### src/rtl/memory_access.sv
// Memory-access pipeline stage: single-cycle retirement of ALU/branch/NOP ops,
// multi-cycle LW/SW against a small resettable data memory.
module memory_access #(
  parameter int MEM_DEPTH   = 64,
  parameter int MEM_LATENCY = 2
) (
  input  logic        clock,
  input  logic        reset,
  input  logic        inValid,
  input  logic [19:0] instruction,
  input  logic [19:0] aluResult,
  input  logic [19:0] storeData,
  input  logic        ulaZero,
  output logic        stall,
  output logic        outValid,
  output logic [19:0] wbInstruction,
  output logic [19:0] wbData,
  output logic [4:0]  wbRd,
  output logic        wbRegWrite,
  output logic        branchTaken
);

  localparam int AW = $clog2(MEM_DEPTH);
  localparam logic [1:0] CNT_INIT = 2'(MEM_LATENCY - 1);

  localparam logic [3:0] OP_LW  = 4'h1;
  localparam logic [3:0] OP_SW  = 4'h2;
  localparam logic [3:0] OP_BEQ = 4'h3;

  typedef enum logic {IDLE, WAIT} state_t;

  state_t      state;
  logic [1:0]  counter;
  logic [19:0] exInstr;
  logic [19:0] exAlu;
  logic [19:0] exStore;
  logic        exZero;
  logic [19:0] mem [MEM_DEPTH];

  logic [3:0]    inOp, exOp;
  logic [4:0]    inRd, exRd;
  logic [AW-1:0] exAddr;

  assign inOp   = instruction[19:16];
  assign inRd   = instruction[15:11];
  assign exOp   = exInstr[19:16];
  assign exRd   = exInstr[15:11];
  assign exAddr = exAlu[AW-1:0];

  assign stall = (state == WAIT);

  function automatic logic isAlu(input logic [3:0] op);
    return op[3:2] == 2'b01;
  endfunction

  always_ff @(posedge clock or negedge reset) begin
    if (!reset) begin
      state         <= IDLE;
      counter       <= '0;
      outValid      <= 1'b0;
      wbRegWrite    <= 1'b0;
      branchTaken   <= 1'b0;
      wbInstruction <= '0;
      wbData        <= '0;
      wbRd          <= '0;
      exInstr       <= '0;
      exAlu         <= '0;
      exStore       <= '0;
      exZero        <= 1'b0;
      for (int unsigned i = 0; i < MEM_DEPTH; i++) mem[i] <= '0;
    end else begin
      outValid    <= 1'b0;
      wbRegWrite  <= 1'b0;
      branchTaken <= 1'b0;
      case (state)
        IDLE: begin
          if (inValid) begin
            exInstr <= instruction;
            exAlu   <= aluResult;
            exStore <= storeData;
            exZero  <= ulaZero;
            if (inOp == OP_LW || inOp == OP_SW) begin
              state   <= WAIT;
              counter <= CNT_INIT;
            end else begin
              // Non-memory ops retire straight from the live inputs on the capture edge.
              outValid      <= 1'b1;
              wbInstruction <= instruction;
              wbData        <= aluResult;
              wbRd          <= inRd;
              wbRegWrite    <= isAlu(inOp) && (inRd != '0);
              branchTaken   <= (inOp == OP_BEQ) && ulaZero;
            end
          end
        end
        WAIT: begin
          if (counter == '0) begin
            state         <= IDLE;
            outValid      <= 1'b1;
            wbInstruction <= exInstr;
            wbRd          <= exRd;
            wbRegWrite    <= (exOp == OP_LW || isAlu(exOp)) && (exRd != '0);
            branchTaken   <= (exOp == OP_BEQ) && exZero;
            if (exOp == OP_LW) begin
              wbData <= mem[exAddr];
            end else begin
              wbData <= exAlu;
              if (exOp == OP_SW) mem[exAddr] <= exStore;
            end
          end else begin
            counter <= counter - 2'd1;
          end
        end
        default: state <= IDLE;
      endcase
    end
  end

endmodule

### config.mk
export PLATFORM = sky130hd
export DESIGN_NAME = memory_access
export DESIGN_NICKNAME = d
export VERILOG_FILES = /design/src/rtl/memory_access.sv
export SDC_FILE = /design/constraint.sdc
export NUM_CORES = 2
export LEC_CHECK = 0
export BUFFER_PORTS_ARGS = -buffer_cell sky130_fd_sc_hd__buf_4
export CORE_ASPECT_RATIO = 1.2
export CORE_UTILIZATION = 50
export CTS_CLUSTER_DIAMETER = 120
export CTS_CLUSTER_SIZE = 25
export DETAILED_ROUTE_END_ITERATION = 12
export PLACE_DENSITY = 0.79
export SKIP_CTS_REPAIR_TIMING = 1
export SYNTH_ARGS = -nofsm -noshare
export SYNTH_HDL_FRONTEND = slang
export SYNTH_SLANG_ARGS = --single-unit
### constraint.sdc
create_clock -name clock -period 2.5 [get_ports clock]
set_input_delay 0.5 -clock clock [delete_from_list [all_inputs] [get_ports clock]]
set_output_delay 0.5 -clock clock [all_outputs]
set_load 0.01 [all_outputs]
## Word-level counts from Yosys, hierarchy flattened

Cells that the tools add are included.

- Output and inout port bits: 49
- Input port bits: 64
- Logic and storage cells: 148
- Flip-flop bits (word level): 1,392

- Bitwise gates (word level): 3
- Eq/ne operators: 13
- $add $sub $neg: 1
- Order comparisons: 2
- Reduce and logical (&&, ||, !) cells: 14
- Mux-type cells: 39

Operator list:

| operator | number |
|---|---|
| $bwmux 1280 | 1 |
| $mux 20 | 10 |
| $bmux 20 s6 | 1 |
| $demux 20 s6 | 1 |
| $pmux 20 s2 | 2 |
| $eq 4x2->1 const B | 4 |
| $mux 5 | 3 |
| $mux 1 | 12 |
| $pmux 5 s2 | 1 |
| $reduce_bool 5->1 | 2 |
| $eq 4x1->1 const B | 2 |
| $ne 2x2->1 const B | 4 |
| $pmux 1 s2 | 4 |
| $ge 7x7->1 const B | 1 |
| $lt 7x1->1 const B | 1 |
| $not 6->7 | 1 |
| $mux 2 | 3 |
| $reduce_and 3->1 | 2 |
| $logic_and 1x1->1 | 5 |
| $eq 2x1->1 const B | 2 |
| $pmux 2 s2 | 1 |
| $reduce_and 4->1 | 1 |
| $logic_not 2->1 | 1 |
| $logic_or 1x1->1 | 2 |
| 4 further kinds | 5 |

## Depth between registers and ports, before layout

- Word-level depth: 7
- Mapped depth: 11
- Mapped depth without buffers: 8

## Worst setup path before layout

No wires, ideal clock.

- Path kind: flip-flop to flip-flop
- From: reg counter[0]
- To: reg mem[1242] (netlist bit)
- Clock period less this slack: 2,547 ps
- Stages on the path, launching flop included: 11
- Data required time: 2,372 ps
- Setup time: 128 ps
- Arrival time: 2,419 ps
- Setup slack: -47 ps
- Path buffers: 2
- Path through: dfrtp_1 > inv_1 > ha_1 > nand2_4 > or4_1 > or2_1 > buf_6 > nor4_4 > nand2_1 > buf_2 > mux2_1

- Cells in the longest elaborated chain, start to end: 2

Ends and longest elaborated chain:

| element | line | RTL |
|---|---|---|
| from (decl) | 33 | `logic [1:0] counter;` |
| from (signal assigned) | 111 | `counter <= counter - 2'd1;` |
| $logic_not 2->1 | 97 | `if (counter == '0) begin` |
| $reduce_and 4->1 (no source line) | - |  |
| to (signal, indexed assignment) | 108 | `if (exOp == OP_SW) mem[exAddr] <= exStore;` |
| to (decl) | 38 | `logic [19:0] mem [MEM_DEPTH];` |

No other way between the ends.
A chain may end at the register's enable or synchronous reset.

## Final worst setup path

- From: reg exAlu[0]
- To: reg wbData[3]

- Cells in the longest elaborated chain, start to end: 7

Ends and longest elaborated chain:

| element | line | RTL |
|---|---|---|
| from (decl) | 35 | `logic [19:0] exAlu;` |
| from (signal assigned) | 79 | `exAlu <= aluResult;` |
| $not 6->7 (not written as such) | 105 | `wbData <= mem[exAddr];` |
| $bmux 20 s6 | 105 |  |
| $mux 20 (not written as such) (2 in a row) | 105 |  |
| $mux 20 | 104 | `if (exOp == OP_LW) begin` |
| $mux 20 | 97 |  |
| $pmux 20 s2 | 75 | `case (state)` |
| to (signal assigned) | 89 | `wbData <= aluResult;` |
| to (signal assigned) | 105 |  |
| to (signal assigned) | 107 | `wbData <= exAlu;` |
| to (decl) | 17 | `output logic [19:0] wbData,` |

No other way between the ends. The select of a mux whose other input is x is not followed.

==> out/results.txt <==
The run finished, with violations left. The final reports fail on negative hold slack, negative setup slack. The first global-routing pass estimated 303 mm of wire.

The number of rows in the core area was 142. Dividing the detail-routed wire length by the instance count gives 32.2 µm. The maximum buffer depth of the clock tree was 3.

The run gives 138 mm as the HPWL reported at the end of detailed placement. In the routed design, unresolved DRC markers number 0. At the end of the flow, the number of nets in the layout was 5,194. The startpoint type of the worst setup path was a register. In this run the number of H-tree levels came out at 2. The synthesis-to-layout area growth works out to 19.8%. The critical path class was register to register. Slew of the pin with the lowest slew margin: 0.961 ns. The aggregate routed wire length is 219 mm. The worst hold path belongs to the class primary input to register. The clock drives 1,387 sinks. Of the total synthesized cell area, the portion taken by AND, OR, NAND and NOR gates is 3.58%. For the number of global-route vias before repair, the log shows 45,200. For this run, the slowest stage of the critical path takes 0.51 ns. Measured against the total synthesized area, the mux share comes to 30.4%. Synthesized-area fraction occupied by ao, oa, aoi and oai cells: 7.74%. Counting distinct cell types in the post-synthesis netlist gives 71. The number of max-slew violations in the final report is 0. The library cells used most frequently in the layout, excluding fill and tap cells, are mux2_2 (1,424), dfrtp_1 (1,363), buf_4 (560).

Clock buffer count from CTS: 61. The capturing element type of the critical path was a register. The number of nets in the synthesized netlist is 4,784. Count of final hold-check violations: 10. The dominant synthesized flop cell was dfrtp_1. The worst path needs 2.81 ns of the cycle, external delays included. Adding up every negative setup slack in the final design gives -130.60 ns. Before CTS, the worst setup slack after placement is -0.774 ns. For this run, the number of Yosys warnings is 0.

Portion of the clock cycle consumed by the worst path in the final layout: 112%. Max-cap violations in this run came to 0. The sequential cell area fraction in the yosys report was 54.7%; the clock transition at the register clock pins on the worst setup and hold paths after CTS was 0.12 ns.

IR analysis of the VDD net gives a maximum drop of 743 µV. CTS placed an instance of clkbuf_16 at the clock tree root. During placement, the flow inserted port buffers numbering 112. The power per cell area was 776 nW/µm²; the highest clock rate was 356 MHz. The tools report the remaining global-route overflow as 0. Setup repair after global routing could not meet its margin everywhere. In this run the count of I/O pins placed on the die edge is 113. For the post-layout worst setup margin, the log shows -0.307 ns. In this run, the number of DRC markers left after iteration 0 of detailed routing was 5,218. For the final database, setup skew stands at 0.0637 ns.

The filler-free cell count of the finished design was 6,799; the share of synthesized registers carrying an async set or reset was 100%. The die is 392 µm tall. The all-layer global routing usage was 31.9%; the data required time of the critical path was 3.15 ns.

The final-report setup violation count was 1,223; the source-to-sink clock delay at the later pin of the worst-skew pair was 0.76 ns. In this run, synthesis produced a sequential element count of 1,387. For the max-slew headroom at the worst pin, the log shows 35.9%. The tools report the effective utilization at floorplan as 50.6%. The slowest cell on the critical path was dfrtp_4. The first TritonRoute pass finished after 6 iterations.

The analysis attributes to cell leakage a power of 37.4 nW. Initial antenna violation count: 12. Walking the worst path, the cells encountered are buf_12 > buf_8 > buf_4 > mux4_2 > nand3_1 > o21ai_1 > a31oi_4 > a31oi_1 > a211o_1. The post-synthesis share of cell area spent on full adders, half adders and majority gates came out at 0.0197%. The die covers 128,000 µm². The worst hold margin was -0.0346 ns; the area inside the core boundary was 125,000 µm². The data arrival time of the worst path came out at 3.46 ns. TritonCTS built the clock tree.

The vias per cell was 6.70; the horizontal die dimension was 327 µm. Count of mapped cells out of synthesis: 4,719. Along the worst path, the maximum fanout reaches 14.

The post-synth design cell area came out at 63,400 µm². The synthesized-area fraction occupied by xor and xnor cells works out to 0.0138%. The run gives 45,600 as the total vias in the final route. In this run the remaining antenna-violating nets after routing total 0.

In this run the mean area of a mapped cell was 13.4 µm². Leaving out fill and tap cells, the most frequent cell in the layout is mux2_2. The tools report the placer congestion estimate as 1.04. The run gives -0.31 ns as the worst setup slack for register-to-register paths. The count of flip-flops with a built-in enable after synthesis is 0, and the number of cells in the design after placement is 6,577.

For the pin count of the biggest net entering global routing, the log shows 100. Main combinational cell family by area after synthesis: multiplexers. In the final layout, the share of cells above drive strength 1 is 50.9%.
Yosys cell counts, types with 4 or more instances:
library cell  number  area share, %
a2111oi_0          7          0.097
a211oi_1          10           0.12
a21o_1             4          0.047
a21oi_1           86           0.68
a221o_1           47           0.74
a221oi_1         127            1.8
a22o_1            25           0.35
a22oi_1          111            1.3
a31oi_1           26           0.26
a32o_1             5          0.079
a32oi_1            5          0.069
and2_1             7          0.069
and3_1             9          0.089
buf_1             31           0.18
buf_2            209            1.6
buf_4              7          0.083
clkbuf_1         252            1.5
dfrtp_1         1387             55
inv_1             15          0.089
mux2_1            16           0.28
mux2_2          1424             25
mux2i_1          106            1.7
mux4_2            88            3.1
nand2_1          334            2.0
nand2b_1           4          0.039
nand3_1           22           0.17
nand3b_1           5          0.059
nor2_1            62           0.37
nor2b_1           10          0.099
nor3_1            15           0.12
nor3_4             6           0.15
nor3b_1            4          0.047
nor4_1             4          0.039
o2111ai_1          6          0.083
o211ai_1           6          0.071
o21ai_0           92           0.73
o221ai_1          10           0.14
o22ai_1           62           0.61
o2bb2ai_1         16           0.22
or4_1              6          0.071
final cells by class:
| cell class | count | area, µm² |
|---|---|---|
| timing repair buffer | 847 | 9620 |
| multi-input combinational | 2816 | 27800 |
| antenna | 2 | 5.00 |
| sequential | 1387 | 34700 |
| tap | 1656 | 2070 |
| fill | 9222 | 49300 |
| clock inverter | 2 | 25.0 |
| clock buffer | 73 | 1610 |
| inverter | 16 | 63.8 |
per-stage QoR:
stage               hold slack (ns)  area (µm²)  power [mW]  util [%]
floorplan                     0.204       63400        33.0         -
global placement              0.434       70700        43.9      56.5
detailed placement            0.428       70700        44.2      56.5
CTS                          -0.335       72400        55.6      57.8
global route               -0.00379       75900        60.2      60.6
finish                      -0.0346       75900        59.0      60.6
critical path, delay by kind of cell (launching register included):
family          cells  cell delay [ns]
compound gates      4             1.00
mux                 1             0.49
flops               1             0.51
buf+inv             3             0.53
simple gates        1             0.17
state kept, by name (all words and copies together) (netlist names), 2 cells and up:
signal / count
wbData: 20
exInstr: 20
exAlu: 20
wbInstruction: 20
counter: 2
exStore: 20
mem: 1280
where the power goes:
group          internal (mW)  switching (mW)
Clock                   4.57            7.17
Combinational           8.49            13.5
Sequential              23.4            1.81
path summary, 6_finish.rpt:
| path | start | endpoint | depth (start not counted) |
|---|---|---|---|
| setup / recovery | exAlu[0]$_DFFE_PN0P_ | wbData[3]$_DFFE_PN0P_ | 9 |
| max in group asynchronous | reset | mem[242]$_DFFE_PN0P_ | 4 |
| hold / removal | storeData[18] | exStore[18]$_DFFE_PN0P_ | 3 |
| hold reg to reg | exInstr[4]$_DFFE_PN0P_ | exInstr[4]$_DFFE_PN0P_ | 2 |
| setup reg to reg | exAlu[0]$_DFFE_PN0P_ | wbData[3]$_DFFE_PN0P_ | 9 |
| min in group asynchronous | reset | mem[778]$_DFFE_PN0P_ | 2 |
cell families (layout without fill, tap and decap cells):
kind of cell    after synthesis  count (layout)
mux                        1634            1634
flops                      1387            1387
compound gates              672             672
buf+inv                     516             938
simple gates                508             508
fa+ha+maj                     1               1
xor+xnor                      1               1
other cells                   0               2
metal layers:
layer / track usage (%) / vias up / wire length (µm)
met4: 20.2 / 14 / 17800
li1: - / 18100 / -
met1: 40.7 / 23700 / 78200
met3: 7.75 / 866 / 25500
met5: 0 / - / 136
met2: 49.0 / 2896 / 97200
No activity file was read; power rests on OpenSTA's default activity.
